File: src/rtl/vga_timing_gen.sv
// Programmable raster timing generator.
// Live timing drives two raster counters. New timings are offered over a
// valid/ready handshake, validated, parked in a single-entry shadow register,
// and copied into the live set only at a frame wrap or while the raster is
// disabled, so a mode change never produces a partial line or frame.
module vga_timing_gen #(
    parameter int unsigned CW    = 12,
    parameter int unsigned H_ACT = 1920,
    parameter int unsigned H_FP  = 88,
    parameter int unsigned H_SYN = 44,
    parameter int unsigned H_BP  = 148,
    parameter int unsigned V_ACT = 1080,
    parameter int unsigned V_FP  = 4,
    parameter int unsigned V_SYN = 5,
    parameter int unsigned V_BP  = 36,
    parameter int unsigned POL   = 1
) (
    input  logic            clk,
    input  logic            rst,
    input  logic            en_i,
    input  logic            cfg_valid_i,
    output logic            cfg_ready_o,
    input  logic [4*CW-1:0] cfg_h_i,
    input  logic [4*CW-1:0] cfg_v_i,
    input  logic [1:0]      cfg_pol_i,
    output logic            cfg_err_o,
    output logic            cfg_pend_o,
    output logic            hsync_o,
    output logic            vsync_o,
    output logic            de_o,
    output logic [CW-1:0]   x_o,
    output logic [CW-1:0]   y_o,
    output logic            sof_o,
    output logic            eol_o
);

    // One axis of timing; field order matches the cfg_*_i packing (act in MSBs).
    typedef struct packed {
        logic [CW-1:0] act;
        logic [CW-1:0] fp;
        logic [CW-1:0] syn;
        logic [CW-1:0] bp;
    } axis_t;

    // Two guard bits so a sum of four CW-bit fields can never overflow.
    typedef logic [CW+1:0] wide_t;

    localparam axis_t H_DEF = '{act: CW'(H_ACT), fp: CW'(H_FP), syn: CW'(H_SYN), bp: CW'(H_BP)};
    localparam axis_t V_DEF = '{act: CW'(V_ACT), fp: CW'(V_FP), syn: CW'(V_SYN), bp: CW'(V_BP)};
    localparam logic       POL_B   = (POL != 0);
    localparam logic [1:0] POL_DEF = {POL_B, POL_B};
    localparam wide_t      TOT_MAX = wide_t'(1) << CW;

    function automatic wide_t total(input axis_t a);
        return wide_t'(a.act) + wide_t'(a.fp) + wide_t'(a.syn) + wide_t'(a.bp);
    endfunction

    // A timing is usable when both axes have a visible area, a sync pulse,
    // and a total that still fits the CW-bit counters.
    function automatic logic cfg_ok(input axis_t h, input axis_t v);
        logic zero_field;
        logic too_long;
        zero_field = (h.act == '0) || (h.syn == '0) || (v.act == '0) || (v.syn == '0);
        too_long   = (total(h) > TOT_MAX) || (total(v) > TOT_MAX);
        return !(zero_field || too_long);
    endfunction

    // Live and shadow timing
    axis_t         live_h_q;
    axis_t         live_v_q;
    logic [1:0]    live_pol_q;
    axis_t         sh_h_q;
    axis_t         sh_v_q;
    logic [1:0]    sh_pol_q;
    logic          sh_vld_q;
    logic          err_q;

    // Raster counters
    logic [CW-1:0] h_q, h_d;
    logic [CW-1:0] v_q, v_d;

    // Registered outputs
    logic          de_q, de_d;
    logic          hs_q, hs_d;
    logic          vs_q, vs_d;
    logic          sof_q, sof_d;
    logic          eol_q, eol_d;
    logic [CW-1:0] x_q, x_d;
    logic [CW-1:0] y_q, y_d;

    // Decode of the live timing against the current counter position
    axis_t         cfg_h;
    axis_t         cfg_v;
    wide_t         h_w, v_w;
    wide_t         h_last, v_last;
    wide_t         h_sb, h_se, v_sb, v_se;
    logic          h_end, v_end;
    logic          frame_wrap;
    logic          accept;
    logic          cfg_bad;
    logic          apply;
    logic          in_hact, in_vact;
    logic          in_hsync, in_vsync;

    assign cfg_h = axis_t'(cfg_h_i);
    assign cfg_v = axis_t'(cfg_v_i);

    // Position decode, handshake qualification and apply condition.
    always_comb begin
        h_w        = wide_t'(h_q);
        v_w        = wide_t'(v_q);
        h_last     = total(live_h_q) - wide_t'(1);
        v_last     = total(live_v_q) - wide_t'(1);
        h_sb       = wide_t'(live_h_q.act) + wide_t'(live_h_q.fp);
        h_se       = h_sb + wide_t'(live_h_q.syn);
        v_sb       = wide_t'(live_v_q.act) + wide_t'(live_v_q.fp);
        v_se       = v_sb + wide_t'(live_v_q.syn);
        h_end      = (h_w == h_last);
        v_end      = (v_w == v_last);
        in_hact    = (h_w < wide_t'(live_h_q.act));
        in_vact    = (v_w < wide_t'(live_v_q.act));
        in_hsync   = (h_w >= h_sb) && (h_w < h_se);
        in_vsync   = (v_w >= v_sb) && (v_w < v_se);
        frame_wrap = en_i && h_end && v_end;
        accept     = cfg_valid_i && !sh_vld_q;
        cfg_bad    = !cfg_ok(cfg_h, cfg_v);
        // Accept implies an empty shadow, so accept and apply never coincide;
        // a config taken on the wrap cycle waits for the following wrap.
        apply      = sh_vld_q && (!en_i || frame_wrap);
    end

    // Shadow capture on accept, shadow-to-live transfer on apply, reject pulse.
    always_ff @(posedge clk) begin
        if (rst) begin
            live_h_q   <= H_DEF;
            live_v_q   <= V_DEF;
            live_pol_q <= POL_DEF;
            sh_h_q     <= '0;
            sh_v_q     <= '0;
            sh_pol_q   <= '0;
            sh_vld_q   <= 1'b0;
            err_q      <= 1'b0;
        end else begin
            err_q <= accept && cfg_bad;
            if (apply) begin
                live_h_q   <= sh_h_q;
                live_v_q   <= sh_v_q;
                live_pol_q <= sh_pol_q;
                sh_vld_q   <= 1'b0;
            end else if (accept && !cfg_bad) begin
                sh_h_q   <= cfg_h;
                sh_v_q   <= cfg_v;
                sh_pol_q <= cfg_pol_i;
                sh_vld_q <= 1'b1;
            end
        end
    end

    // Next raster position: park at the origin while disabled, else scan.
    always_comb begin
        h_d = '0;
        v_d = '0;
        if (en_i) begin
            if (h_end) begin
                h_d = '0;
                v_d = v_end ? '0 : v_q + CW'(1);
            end else begin
                h_d = h_q + CW'(1);
                v_d = v_q;
            end
        end
    end

    // Raster counter register.
    always_ff @(posedge clk) begin
        if (rst) begin
            h_q <= '0;
            v_q <= '0;
        end else begin
            h_q <= h_d;
            v_q <= v_d;
        end
    end

    // Output decode of the position held this cycle; coordinates hold outside active video.
    always_comb begin
        de_d  = 1'b0;
        sof_d = 1'b0;
        eol_d = 1'b0;
        hs_d  = ~live_pol_q[0];
        vs_d  = ~live_pol_q[1];
        x_d   = x_q;
        y_d   = y_q;
        if (en_i) begin
            de_d  = in_hact && in_vact;
            sof_d = (h_q == '0) && (v_q == '0);
            eol_d = ((h_w + wide_t'(1)) == wide_t'(live_h_q.act)) && in_vact;
            hs_d  = in_hsync ? live_pol_q[0] : ~live_pol_q[0];
            vs_d  = in_vsync ? live_pol_q[1] : ~live_pol_q[1];
            if (in_hact && in_vact) begin
                x_d = h_q;
                y_d = v_q;
            end
        end
    end

    // Output register stage.
    always_ff @(posedge clk) begin
        if (rst) begin
            de_q  <= 1'b0;
            sof_q <= 1'b0;
            eol_q <= 1'b0;
            hs_q  <= ~POL_B;
            vs_q  <= ~POL_B;
            x_q   <= '0;
            y_q   <= '0;
        end else begin
            de_q  <= de_d;
            sof_q <= sof_d;
            eol_q <= eol_d;
            hs_q  <= hs_d;
            vs_q  <= vs_d;
            x_q   <= x_d;
            y_q   <= y_d;
        end
    end

    assign cfg_ready_o = ~sh_vld_q;
    assign cfg_pend_o  = sh_vld_q;
    assign cfg_err_o   = err_q;
    assign hsync_o     = hs_q;
    assign vsync_o     = vs_q;
    assign de_o        = de_q;
    assign x_o         = x_q;
    assign y_o         = y_q;
    assign sof_o       = sof_q;
    assign eol_o       = eol_q;

endmodule

File: config.mk
export PLATFORM = sky130hd
export DESIGN_NAME = vga_timing_gen
export DESIGN_NICKNAME = d
export VERILOG_FILES = /design/src/rtl/vga_timing_gen.sv
export SDC_FILE = /design/constraint.sdc
export NUM_CORES = 1
export LEC_CHECK = 0
export ABC_CLOCK_PERIOD_IN_PS = 16410
export BUFFER_PORTS_ARGS = -buffer_cell sky130_fd_sc_hd__buf_2
export CORE_MARGIN = 2
export CORE_UTILIZATION = 67
export CTS_CLUSTER_SIZE = 25
export DETAILED_ROUTE_END_ITERATION = 6
export PLACE_DENSITY = 0.93
export SLEW_MARGIN = 20
export SYNTH_ARGS = -nofsm -noshare
export SYNTH_HDL_FRONTEND = slang
export SYNTH_SLANG_ARGS = --single-unit
File: constraint.sdc
create_clock -name clk -period 16.41 [get_ports clk]
set_clock_uncertainty 0.2 [all_clocks]
set_input_delay 2.4615 -clock clk [delete_from_list [all_inputs] [get_ports clk]]
set_output_delay 2.4615 -clock clk [all_outputs]
set_load 0.005 [all_outputs]
# Yosys cells after proc, flatten, opt, wreduce, memory -nomap -nowiden
# Index checks and enable logic that the tools add are counted.
[word_totals]
regBits = 251
word_cells = 98
inputBits = 102
out_inout_bits = 32
[op_classes]
reduce_logical = 31
n_eq_ne = 3
mux = 5
bitwise_logic = 5
order_cmp = 8
addsub = 17
[ops]
columns = ["op", "count"]
rows = [
  ["$logic_not A12 Y1", 6],
  ["$add A13 B12 Y14", 4],
  ["$add A14 B12 Y14", 4],
  ["$add A12 B12 Y13", 4],
  ["$eq A12 B14 Y1", 2],
  ["$gt A14 B13 Y1 const B", 2],
  ["$lt A12 B14 Y1", 2],
  ["$sub A14 B1 Y14 const B", 2],
  ["$ge A12 B13 Y1", 2],
  ["$add A12 B1 Y12 const B", 2],
  ["$lt A12 B12 Y1", 2],
  ["$add A12 B1 Y13 const B", 1],
  ["$eq A13 B12 Y1", 1],
  ["$mux W12", 1],
  ["$logic_and A1 B1 Y1", 11],
  ["$logic_or A1 B1 Y1", 6],
  ["$not A1 Y1", 5],
  ["$mux W1", 4],
  ["$reduce_and A2 Y1", 2],
  ["$reduce_or A2 Y1", 2],
  ["$logic_not A1 Y1", 3],
  ["$reduce_or A3 Y1", 1],
]

# Longest topological paths before layout
# Gate-level depths: netlist of run 1.
[logic_depth]
ltp_word = 11
depth_mapped = 32
mapped_depth_nobuf = 29

# Worst setup path after synthesis of run 1
# Ideal clock, no wire load.
[synth_timing]
kind = "input-to-reg"
startpoint = "in cfg_h_i[1]"
endpoint = "reg sh_h_q[26] (netlist name)"
arrival_time_ns = 6.070
path_stages = 16
slack_ns = 10.008
cell_sequence = "fa_1 fa_1 ha_1 inv_1 fa_1 nor2b_1 nor2_1 a2111oi_0 nand3_1 a2111oi_0 o211a_1 o21ai_1 clkbuf_1 buf_2 o31ai_1 a21oi_1"
[synth_between]
elab_chain_cells = 7
[synth_lines]
columns = ["element", "line_no", "rtl"]
rows = [
  ["from (decl)", "23", "input logic [4*CW-1:0] cfg_h_i,"],
  ["$add A14 B12 Y14", "55", "return wide_t'(a.act) + wide_t'(a.fp) + wide_t'(a.syn) + wide_t'(a.bp);"],
  ["$gt A14 B13 Y1", "64", "too_long = (total(h) > TOT_MAX) || (total(v) > TOT_MAX);"],
  ["$logic_or A1 B1 Y1", "64", ""],
  ["$logic_or A1 B1 Y1", "65", "return !(zero_field || too_long);"],
  ["$logic_not A1 Y1", "150", "end else if (accept && !cfg_bad) begin"],
  ["$logic_and A1 B1 Y1", "150", ""],
  ["$reduce_and A2 Y1 (no source line)", "n/a", ""],
  ["to (signal assigned)", "151", "sh_h_q <= cfg_h;"],
  ["to (decl)", "72", "axis_t sh_h_q;"],
]
# No other way between the ends.
# A chain may end at the register's enable or synchronous reset.

# Worst setup path in the final report of run 1
[layout_timing]
startpoint = "reg live_h_q[24] (netlist name)"
endpoint = "reg live_v_q[6] (netlist name)"
[layout_between]
elab_chain_cells = 9
[layout_lines]
columns = ["element", "line_no", "rtl"]
rows = [
  ["from (decl)", "69", "axis_t live_h_q;"],
  ["from (signal assigned)", "146", "live_h_q <= sh_h_q;"],
  ["$add A12 B12 Y13", "55", ""],
  ["$add A13 B12 Y14", "55", ""],
  ["$add A14 B12 Y14", "55", ""],
  ["$sub A14 B1 Y14", "112", "h_last = total(live_h_q) - wide_t'(1);"],
  ["$eq A12 B14 Y1", "118", "h_end = (h_w == h_last);"],
  ["$logic_and A1 B1 Y1 (2 in series)", "124", "frame_wrap = en_i && h_end && v_end;"],
  ["$logic_or A1 B1 Y1", "129", "apply = sh_vld_q && (!en_i || frame_wrap);"],
  ["$logic_and A1 B1 Y1", "129", ""],
  ["to (signal assigned)", "147", "live_v_q <= sh_v_q;"],
  ["to (decl)", "70", "axis_t live_v_q;"],
]
# No other way between the ends.

==> results.cfg, run 1 <==
[critical_path]
max_stage_delay_ns = 0.85
cp_max_fo = 63
r2r_slack_ns = 8.08
cp.required_ns = 16.58
cp.arrival_ns = 8.50
end_kind = flop
start_kind = flop
path_class = flop to flop
cp-startpoint = live_h_q[24]
rr_startpoint = live_h_q[24]
r2r-end = live_v_q[6]
cp_slowest_cell = a31o_4
reg2regPathDepth = 30
critPathMostFrequentCell = ha_1
cp-endpoint = live_v_q[6]

[die]
coreArea_um2 = 26100
core.rowCount = 59
die_w_um = 167
start_util_pct = 68.2
dieHeight_um = 167
boundaryPins = 134
dieArea_um2 = 27800

[clock_tree]
cts_root_buf = clkbuf_16
cts_buffers = 24
clkSinkCount = 251
cts_resized = 0
cts.path.max_buffers = 3
cts_setup_buffers = 0
postCtsHoldBufs = 0
cts_tree = done
clk_pin_slew_ns = 0.07
h-tree-depth = 1
clk_latency_ns = 0.53

[synth]
postSynthCellCount = 2041
synth-edff-count = 0
synthDistinctLibCells = 70
async_reset_ff_share_pct = 0
ys.warnings.count = 0
synth_flop_cell = dfxtp_1
ys_ff_latch = 251
synth_area_per_cell_um2 = 8.70
synth-seq-area-share_pct = 28.3
syn_nets = 2392
syn_area_um2 = 17800

[global_route]
antenna_found_initial = 2
grt_max_degree = 126
grt_usage_pct = 35.2
grt_pass1_vias = 15500
grt_pass1_wl_um = 80700
grt_overflow_total = 0

[sta]
holdWs_ns = 0.270
finalHoldViolCount = 0
setup_viol = 0
max_clock_freq_ghz = 0.120
tightest_slew_ns = 1.07
relSlewSlack_pct = 28.8
tns_ns = 0
finalCritPeriodShare_pct = 50.8
final_max_slew_viol_count = 0
rsz0062_at_grt = no
finalCriticalPeriod_ns = 8.33

[placed_design]
place.gp.congestion = 0.954
dpl.hpwl_um = 36800
port_buffers = 133

[outcome]
status = complete, no violations

[finish]
syn2layout_area_growth_pct = 7.87
nFillCells = 1794
num_antenna_cells = 0
nNetsFinal = 2436
multi_input_area_um2 = 11600
regArea_um2 = 5020
layout-drive-gt1-share_pct = 9.71

[detailed_routing]
firstDrtPassIters = 6
wl_per_cell_um = 20.9
wirelength_um = 50900
drt_iter0_markers = 1973
viasPerCell = 6.63
num_vias = 16200
postRouteAntennaNets = 0
drc_errors = 0

[min_path]
hold_path.class = flop to flop
hp-start = sh_v_q[24]

[power_and_ir_drop]
cellLeakagePower_nw = 8.00
powerDensity_nw_per_um2 = 111
ir_worst_vdd_v = 0.000216

[run]
timing.max_cap.violations = 0
## critical path: cells and delay by family, from the launching register on
kind            cells  cell delay (ns)
mux                 1             0.35
xor+xnor            3             0.55
buf+inv             3             0.89
flops               1             0.37
simple gates        6             1.22
compound gates     12             3.07
fa+ha+maj           5             1.40
## cell type report
type	instances	area share [%]
sequential	251	26.2
tap	335	2.19
clock buffer	33	3.68
inverter	157	3.08
timing repair buffer	143	3.90
clock inverter	8	0.372
multi-input combinational	1508	60.6
## how the worst min path moves through the flow
stage               cells after the start    endpoint
floorplan                               2   sh_h_q[0]
global placement                        2   sh_v_q[7]
detailed placement                      2  sh_v_q[12]
CTS                                     2  sh_v_q[24]
global route                            2  sh_v_q[14]
finish                                  2  sh_v_q[24]
## layer usage
| metal | vias to the layer above | wire length (um) | track usage (%) |
|---|---|---|---|
| met2 | 877 | 22800 | 55.2 |
| li1 | 7465 | - | - |
| met5 | - | 13 | 0 |
| met1 | 7660 | 21500 | 50.1 |
| met4 | 2 | 1670 | 11.8 |
| met3 | 146 | 4930 | 5.13 |
## cell families after synthesis
group	count (synthesis)	share of synthesized area [%]
and+or+nand+nor	536	15.1
AOI/OAI and AO/OA	502	18.5
buffers and inverters	282	6.64
DFF	251	28.3
adders and majority gates	250	19.9
xor gates and xnor gates	116	5.72
muxes	104	5.88
## power breakdown
group,total (W),internal (W),switching [W]
logic,0.000912,0.000306,0.000606
registers,0.000666,0.000640,0.0000264
clock network,0.000556,0.000315,0.000241
## placed cells by master, fill, tap and decap left out, types with 5 or more instances in the layout
| master | instances |
|---|---|
| inv_1 | 157 |
| buf_2 | 132 |
| clkbuf_16 | 25 |
| fa_1 | 54 |
| ha_1 | 195 |
| o31ai_1 | 102 |
| nor3_1 | 39 |
| nand2_1 | 66 |
| dfxtp_1 | 251 |
| buf_4 | 10 |
| o21bai_1 | 7 |
| or3_1 | 7 |
| o211ai_1 | 24 |
| a21o_1 | 32 |
| a21oi_1 | 172 |
| nor4_1 | 28 |
| xor2_1 | 44 |
| or2_2 | 6 |
| o21a_1 | 12 |
| a21boi_0 | 6 |
| and3_1 | 13 |
| o21ai_0 | 55 |
| a2111oi_0 | 8 |
| nand3_1 | 31 |
| clkbuf_8 | 5 |
| nand2b_1 | 21 |
| o211a_1 | 5 |
| a211oi_1 | 14 |
| mux2i_1 | 102 |
| clkinv_2 | 5 |
| nor2b_1 | 22 |
| xnor2_1 | 72 |
| o2111ai_1 | 8 |
| nor2_1 | 177 |
| a31oi_1 | 16 |
| nand4_1 | 108 |
## Yosys cell counts (24+ instances only)
master	n	area, um^2
xnor2_1	72	631
nor3_1	39	195
o211ai_1	24	180
xor2_1	44	385
nand2_1	67	251
dfxtp_1	251	5020
nor4_1	28	175
nand3_1	31	155
o31ai_1	102	766
o21ai_0	55	275
a21oi_1	172	861
clkbuf_1	92	345
inv_1	157	589
fa_1	54	1080
nor2_1	177	664
a21o_1	32	240
mux2i_1	102	1020
ha_1	195	2440
nand4_1	108	676
## sequential cells by signal, indices dropped and copies added (netlist names)
signal	cells
live_v_q	48
vsync_o	1
cfg_pend_o	1
sof_o	1
v_q	12
x_o	12
y_o	12
live_pol_q	2
de_o	1
live_h_q	48
sh_v_q	48
cfg_err_o	1
sh_pol_q	2
sh_h_q	48
eol_o	1
h_q	12
hsync_o	1
## per-stage QoR
| step | std cells | setup slack (ns) | util, % | total power (W) | area (um^2) |
|---|---|---|---|---|---|
| floorplan | 2041 | 10.01 | - | 0.00137 | 17800 |
| global placement | 2394 | 8.59 | 70.5 | 0.00155 | 18400 |
| detailed placement | 2394 | 8.33 | 70.5 | 0.00156 | 18400 |
| CTS | 2435 | 8.17 | 73.5 | 0.00211 | 19200 |
| global route | 2435 | 7.45 | 73.5 | 0.00224 | 19200 |
| finish | 2435 | 8.08 | 73.5 | 0.00213 | 19200 |
(Power assumes the default switching activity.)
==> run 2, diff against run 1 <==
--- a/config.mk
+++ b/config.mk
@@ -5,13 +5,14 @@
 export SDC_FILE = /design/constraint.sdc
 export NUM_CORES = 1
 export LEC_CHECK = 0
-export ABC_CLOCK_PERIOD_IN_PS = 16410
+export ABC_AREA = 1
+export ABC_CLOCK_PERIOD_IN_PS = 8100
 export BUFFER_PORTS_ARGS = -buffer_cell sky130_fd_sc_hd__buf_2
 export CORE_MARGIN = 2
-export CORE_UTILIZATION = 67
+export CORE_UTILIZATION = 62
 export CTS_CLUSTER_SIZE = 25
 export DETAILED_ROUTE_END_ITERATION = 6
-export PLACE_DENSITY = 0.93
+export PLACE_DENSITY = 0.87
 export SLEW_MARGIN = 20
 export SYNTH_ARGS = -nofsm -noshare
 export SYNTH_HDL_FRONTEND = slang
==> constraint.sdc (replaced) <==
create_clock -name clk -period 8.1 [get_ports clk]
set_clock_uncertainty 0.2 [all_clocks]
set_input_delay 1.215 -clock clk [delete_from_list [all_inputs] [get_ports clk]]
set_output_delay 1.215 -clock clk [all_outputs]
set_load 0.005 [all_outputs]
==> run 2 against run 1 <==
Sequential power increased by 120%. Largest power group unchanged. Critical endpoint is now live_h_q[34]. Synthesized cell count increased by 32%. Clock power up 130%. Core utilization shrank 5.3 points. Via count is 8.7% higher.
==> results.cfg, run 2 <==
[outcome]
status = complete, no violations

[critical_path]
path_class = flop to flop
end_kind = flop
max_stage_delay_ns = 0.53
r2r-end = live_h_q[34]
reg2regPathDepth = 32
rr_startpoint = live_h_q[36]
cp_max_fo = 85
r2r_slack_ns = 1.43
cp_slowest_cell = nand2_4
cp.arrival_ns = 6.90
cp.required_ns = 8.33
start_kind = flop

[power_and_ir_drop]
p_clk_share_pct = 18.0
swShare_pct = 46.8
p_total_w = 0.00710
powerDensity_nw_per_um2 = 353
seqPwrFrac_pct = 20.8
power_frac_comb_pct = 61.1
cellLeakagePower_nw = 10.5
internal-power_w = 0.00378
ir_worst_vdd_v = 0.000312
p_sw_w = 0.00332

[detailed_routing]
viasPerCell = 5.53
num_vias = 17600
firstDrtPassIters = 6
drc_errors = 0
postRouteAntennaNets = 0
wirelength_um = 48500
wl_per_cell_um = 15.3
drt_iter0_markers = 1360

[die]
dieHeight_um = 177
boundaryPins = 134
core.rowCount = 63
coreArea_um2 = 29500
dieArea_um2 = 31200
start_util_pct = 62.7
die_w_um = 177

[finish]
nNetsFinal = 3114
layout-drive-gt1-share_pct = 7.26
num_antenna_cells = 0
nFillCells = 2496
mostFrequentLayoutCell = nand2_1
final_cell_mix = nand2_1, nor2_1, inv_1
syn2layout_area_growth_pct = 8.75
stdcell_area_um2 = 20100

[placed_design]
port_buffers = 133
dpl.hpwl_um = 36900
dpl_cell_area_um2 = 19200
place.gp.congestion = 1.00

[synth]
ys.warnings.count = 0
synth-seq-area-share_pct = 27.2
ys_ff_latch = 251
synth_common_cells = nand2_1, nor2_1, inv_1
synth_area_per_cell_um2 = 6.88
postSynthCellCount = 2688
synth_top_area_share_pct = 27.2
synthDistinctLibCells = 42
synth_area_leaders = dfxtp_1, ha_1, nand2_1
syn_area_um2 = 18500
synth_largest_area_cell = dfxtp_1
synth_flop_cell = dfxtp_1
synth-edff-count = 0
syn_nets = 3039
yosysMostFrequentCell = nand2_1
async_reset_ff_share_pct = 0

[global_route]
antenna_found_initial = 0
grt_usage_pct = 30.9
grt_overflow_total = 0
grt_max_degree = 116
grt_pass1_vias = 16500
grt_pass1_wl_um = 79100

[clock_tree]
clk_latency_ns = 0.54
cts_resized = 0
clk_pin_slew_ns = 0.06
cts_setup_buffers = 0
clkSinkCount = 251
cts.path.max_buffers = 3
cts_buffers = 27
cts_root_buf = clkbuf_16
cts_tree = done
h-tree-depth = 1
postCtsHoldBufs = 0

[sta]
finalCritPeriodShare_pct = 82.3
tns_ns = 0
tightest_slew_ns = 1.11
final_max_slew_viol_count = 0
finalCriticalPeriod_ns = 6.67
max_clock_freq_ghz = 0.150
setup_viol = 0
rsz0062_at_grt = no
relSlewSlack_pct = 26.1
holdWs_ns = 0.270
finalHoldViolCount = 0

[run]
timing.max_cap.violations = 0

[min_path]
hold_path.class = flop to flop
whs_path_depth = 2
hp-start = live_h_q[4]
holdPathEnd = live_h_q[4]
==> run 2: changes by cell type after synthesis, moves of 36 or more <==
cell / previous run / this run
nand4_1: 108 / 32
xnor2_1: 72 / 27
inv_1: 157 / 359
nand2_1: 67 / 605
o31ai_1: 102 / 0
nand3_1: 31 / 209
clkbuf_1: 92 / 45
nor2_1: 177 / 428
mux2i_1: 102 / 0
xor2_1: 44 / 80
==> run 2: worst max-delay path: cells and delay by family (launching register included) <==
kind	cells	cell delay (ns)
AOI/OAI and AO/OA	9	1.74
and+or+nand+nor	11	1.57
adders and majority gates	5	1.52
buffers and inverters	5	0.66
xor gates and xnor gates	2	0.45
DFF	1	0.36
==> run 2: cell type report <==
cell class | count | area (um^2) | share of cell area, %
Timing Repair Buffer | 140 | 743 | 3.69
Sequential cell | 251 | 5030 | 25.0
Multi-Input combinational cell | 1981 | 11600 | 57.5
Tap cell | 390 | 488 | 2.43
Clock inverter | 11 | 125 | 0.622
Inverter | 362 | 1360 | 6.78
Clock buffer | 38 | 797 | 3.96
==> run 2: worst max path at each step <==
stage	startpoint	to	slack (ns)	cells past startpoint
3_5_place_dp	live_h_q[36]	live_h_q[33]	1.50	32
4_1_cts	live_h_q[36]	live_h_q[33]	1.49	32
2_1_floorplan	live_h_q[36]	live_h_q[46]	2.86	33
3_3_place_gp	live_h_q[36]	live_h_q[9]	1.75	31
5_1_grt	live_h_q[36]	live_h_q[9]	0.91	32
6_report	live_h_q[36]	live_h_q[34]	1.43	32
==> run 2: per-layer routing <==
layer	vias to the layer above	share of wire, %	global-route usage [%]
li1	8692	-	-
met4	0	3.4	11.0
met3	121	7.8	4.04
met2	721	44	49.2
met5	-	0	0
met1	8024	45	43.1
==> run 2: metrics by stage <==
| step | util (%) | cells | setup slack (ns) |
|---|---|---|---|
| 4_1_cts | 68.2 | 3173 | 1.49 |
| 3_3_place_gp | 65.1 | 3124 | 1.75 |
| 2_1_floorplan | - | 2688 | 2.86 |
| 6_report | 68.2 | 3173 | 1.43 |
| 3_5_place_dp | 65.1 | 3124 | 1.50 |
| 5_1_grt | 68.2 | 3173 | 0.909 |
==> run 2: cells by family after synthesis <==
logic type               after synthesis  synth area share [%]
XOR/XNOR                             107                  5.07
AO/OA/AOI/OAI                        283                  8.27
adder cells (fa/ha/maj)              249                  19.0
buffers and inverters                456                  10.4
flip-flops                           251                  27.2
AND/OR/NAND/NOR                     1342                  30.1
==> run 2: power groups by stage <==
stage | clock network (W) | registers, W | logic [W]
finish | 0.00128 | 0.00148 | 0.00434
global route | 0.00134 | 0.00149 | 0.00497
CTS | 0.00129 | 0.00148 | 0.00430
detailed placement | 0 | 0.00150 | 0.00427
global placement | 0 | 0.00150 | 0.00414
floorplan | 0 | 0.00146 | 0.00346
==> run 3, diff against run 2 <==
--- a/config.mk
+++ b/config.mk
@@ -6,7 +6,7 @@
 export NUM_CORES = 1
 export LEC_CHECK = 0
 export ABC_AREA = 1
-export ABC_CLOCK_PERIOD_IN_PS = 8100
+export ABC_CLOCK_PERIOD_IN_PS = 6900
 export BUFFER_PORTS_ARGS = -buffer_cell sky130_fd_sc_hd__buf_2
 export CORE_MARGIN = 2
 export CORE_UTILIZATION = 62
==> constraint.sdc (replaced) <==
create_clock -name clk -period 6.9 [get_ports clk]
set_clock_uncertainty 0.2 [all_clocks]
set_input_delay 1.035 -clock clk [delete_from_list [all_inputs] [get_ports clk]]
set_output_delay 1.035 -clock clk [all_outputs]
set_load 0.005 [all_outputs]
==> run 3 against run 2 <==
Combinational power increased by 18%. Clock-buffer cell count decreased by 4. First-iteration DRC count increased by 9.0%.
==> results.cfg, run 3 (synthesized netlist as in run 2, its figures left out) <==
[outcome]
status = complete, no violations

[detailed_routing]
wl_per_cell_um = 15.1
num_vias = 17400
postRouteAntennaNets = 0
viasPerCell = 5.48
firstDrtPassIters = 5
drt_iter0_markers = 1482
wirelength_um = 48000
drc_errors = 0

[placed_design]
dpl.hpwl_um = 36500
place.gp.congestion = 0.986
dpl_cell_area_um2 = 19200
port_buffers = 133

[critical_path]
max_stage_delay_ns = 0.40
cp.arrival_ns = 6.50
cp_top_family = adder cells
cp_slowest_cell = fa_1
cp.buffers_inverters = 5
cp_max_fo = 70
cp.required_ns = 7.12
end_kind = flop
r2r_slack_ns = 0.62
start_kind = flop
path_class = flop to flop

[finish]
nFillCells = 2489
stdcell_area_um2 = 20200
final_cell_mix = nand2_1, nor2_1, inv_1
layout-drive-gt1-share_pct = 7.33
nNetsFinal = 3114
mostFrequentLayoutCell = nand2_1
num_antenna_cells = 0
syn2layout_area_growth_pct = 8.95

[die]
boundaryPins = 134
start_util_pct = 62.7
dieHeight_um = 177
core.rowCount = 63
coreArea_um2 = 29500
die_w_um = 177
dieArea_um2 = 31200

[power_and_ir_drop]
p_clk_share_pct = 18.1
p_sw_w = 0.00390
seqPwrFrac_pct = 20.9
ir_worst_vdd_v = 0.000335
swShare_pct = 46.7
internal-power_w = 0.00445
powerDensity_nw_per_um2 = 414
power_frac_comb_pct = 61.1
cellLeakagePower_nw = 10.5

[sta]
setup_viol = 0
final_max_slew_viol_count = 0
tns_ns = 0
rsz0062_at_grt = no
max_clock_freq_ghz = 0.159
finalHoldViolCount = 0
holdWs_ns = 0.276
relSlewSlack_pct = 37.7
tightest_slew_ns = 0.934
finalCriticalPeriod_ns = 6.28
finalCritPeriodShare_pct = 91.0

[global_route]
grt_use_met3_pct = 3.14
grt_pass1_wl_um = 78800
grt_pass1_vias = 16300
antenna_found_initial = 0
grt_use_met2_pct = 48.9
grt_max_degree = 134
grt_overflow_total = 0
met1_usage_pct = 44.0
grt_usage_pct = 30.8
top_usage_layer = met2

[clock_tree]
cts_tree = done
cts.path.max_buffers = 3
h-tree-depth = 1
cts_buffers = 26
cts_root_buf = clkbuf_16
clkSinkCount = 251
clk_pin_slew_ns = 0.07
clk_latency_ns = 0.54

[min_path]
hold_path.class = flop to flop

[run]
timing.max_cap.violations = 0
[run 3: final timing paths]
path / cells past startpoint / startpoint / end
worst max register to register: 32 / live_h_q[36] / live_h_q[41]
worst min register to register: 2 / live_h_q[7] / live_h_q[7]
worst max-delay path: 32 / live_h_q[36] / live_h_q[41]
worst min-delay path: 2 / live_h_q[7] / live_h_q[7]
[run 3: metrics by stage]
stage          util [%]  std cells  power [W]  setup WS, ns
6_report           68.4       3173    0.00835         0.624
5_1_grt            68.4       3173    0.00918       0.00322
4_1_cts            68.3       3173    0.00830         0.498
3_5_place_dp       65.2       3125    0.00677         0.580
3_3_place_gp       65.2       3125    0.00659         0.785
2_1_floorplan         -       2688    0.00577          1.66
[run 3: worst register-to-register path: cells and delay by family (launching register included)]
| family | cells | cell delay, ns |
|---|---|---|
| AO/OA/AOI/OAI | 9 | 1.54 |
| XOR/XNOR | 2 | 0.48 |
| adder cells (fa/ha/maj) | 5 | 1.56 |
| buffers and inverters | 5 | 0.61 |
| flip-flops | 1 | 0.38 |
| AND/OR/NAND/NOR | 11 | 1.43 |
[run 3: layout make-up]
type	instances	area [um^2]	share of cell area, %
multi-input cells	1981	11600	57.4
flip-flops and latches	251	5030	25.0
inverters	362	1360	6.77
repair buffers	141	767	3.81
clock buffers	34	762	3.78
well taps	390	488	2.42
clock inverters	14	173	0.857
[run 3: power groups by stage]
| stage | clock, W | combinational (W) | sequential (W) |
|---|---|---|---|
| 6_report | 0.00151 | 0.00510 | 0.00174 |
| 2_1_floorplan | 0 | 0.00406 | 0.00171 |
| 3_5_place_dp | 0 | 0.00501 | 0.00177 |
| 5_1_grt | 0.00157 | 0.00585 | 0.00176 |
| 3_3_place_gp | 0 | 0.00483 | 0.00176 |
| 4_1_cts | 0.00151 | 0.00505 | 0.00174 |
[run 3: what timing repair did]
item | CTS | global route
hold buffers | 0 | 0
setup buffers | 0 | 0
endpoints found under the setup margin | 0 | 87
resized for setup | 0 | 2
[run 3: routing by layer]
metal / up-vias / wire length, um
li1: 8697 / -
met1: 7892 / 21700
met2: 702 / 21100
met3: 93 / 3730
met4: 0 / 1490
met5: - / 0
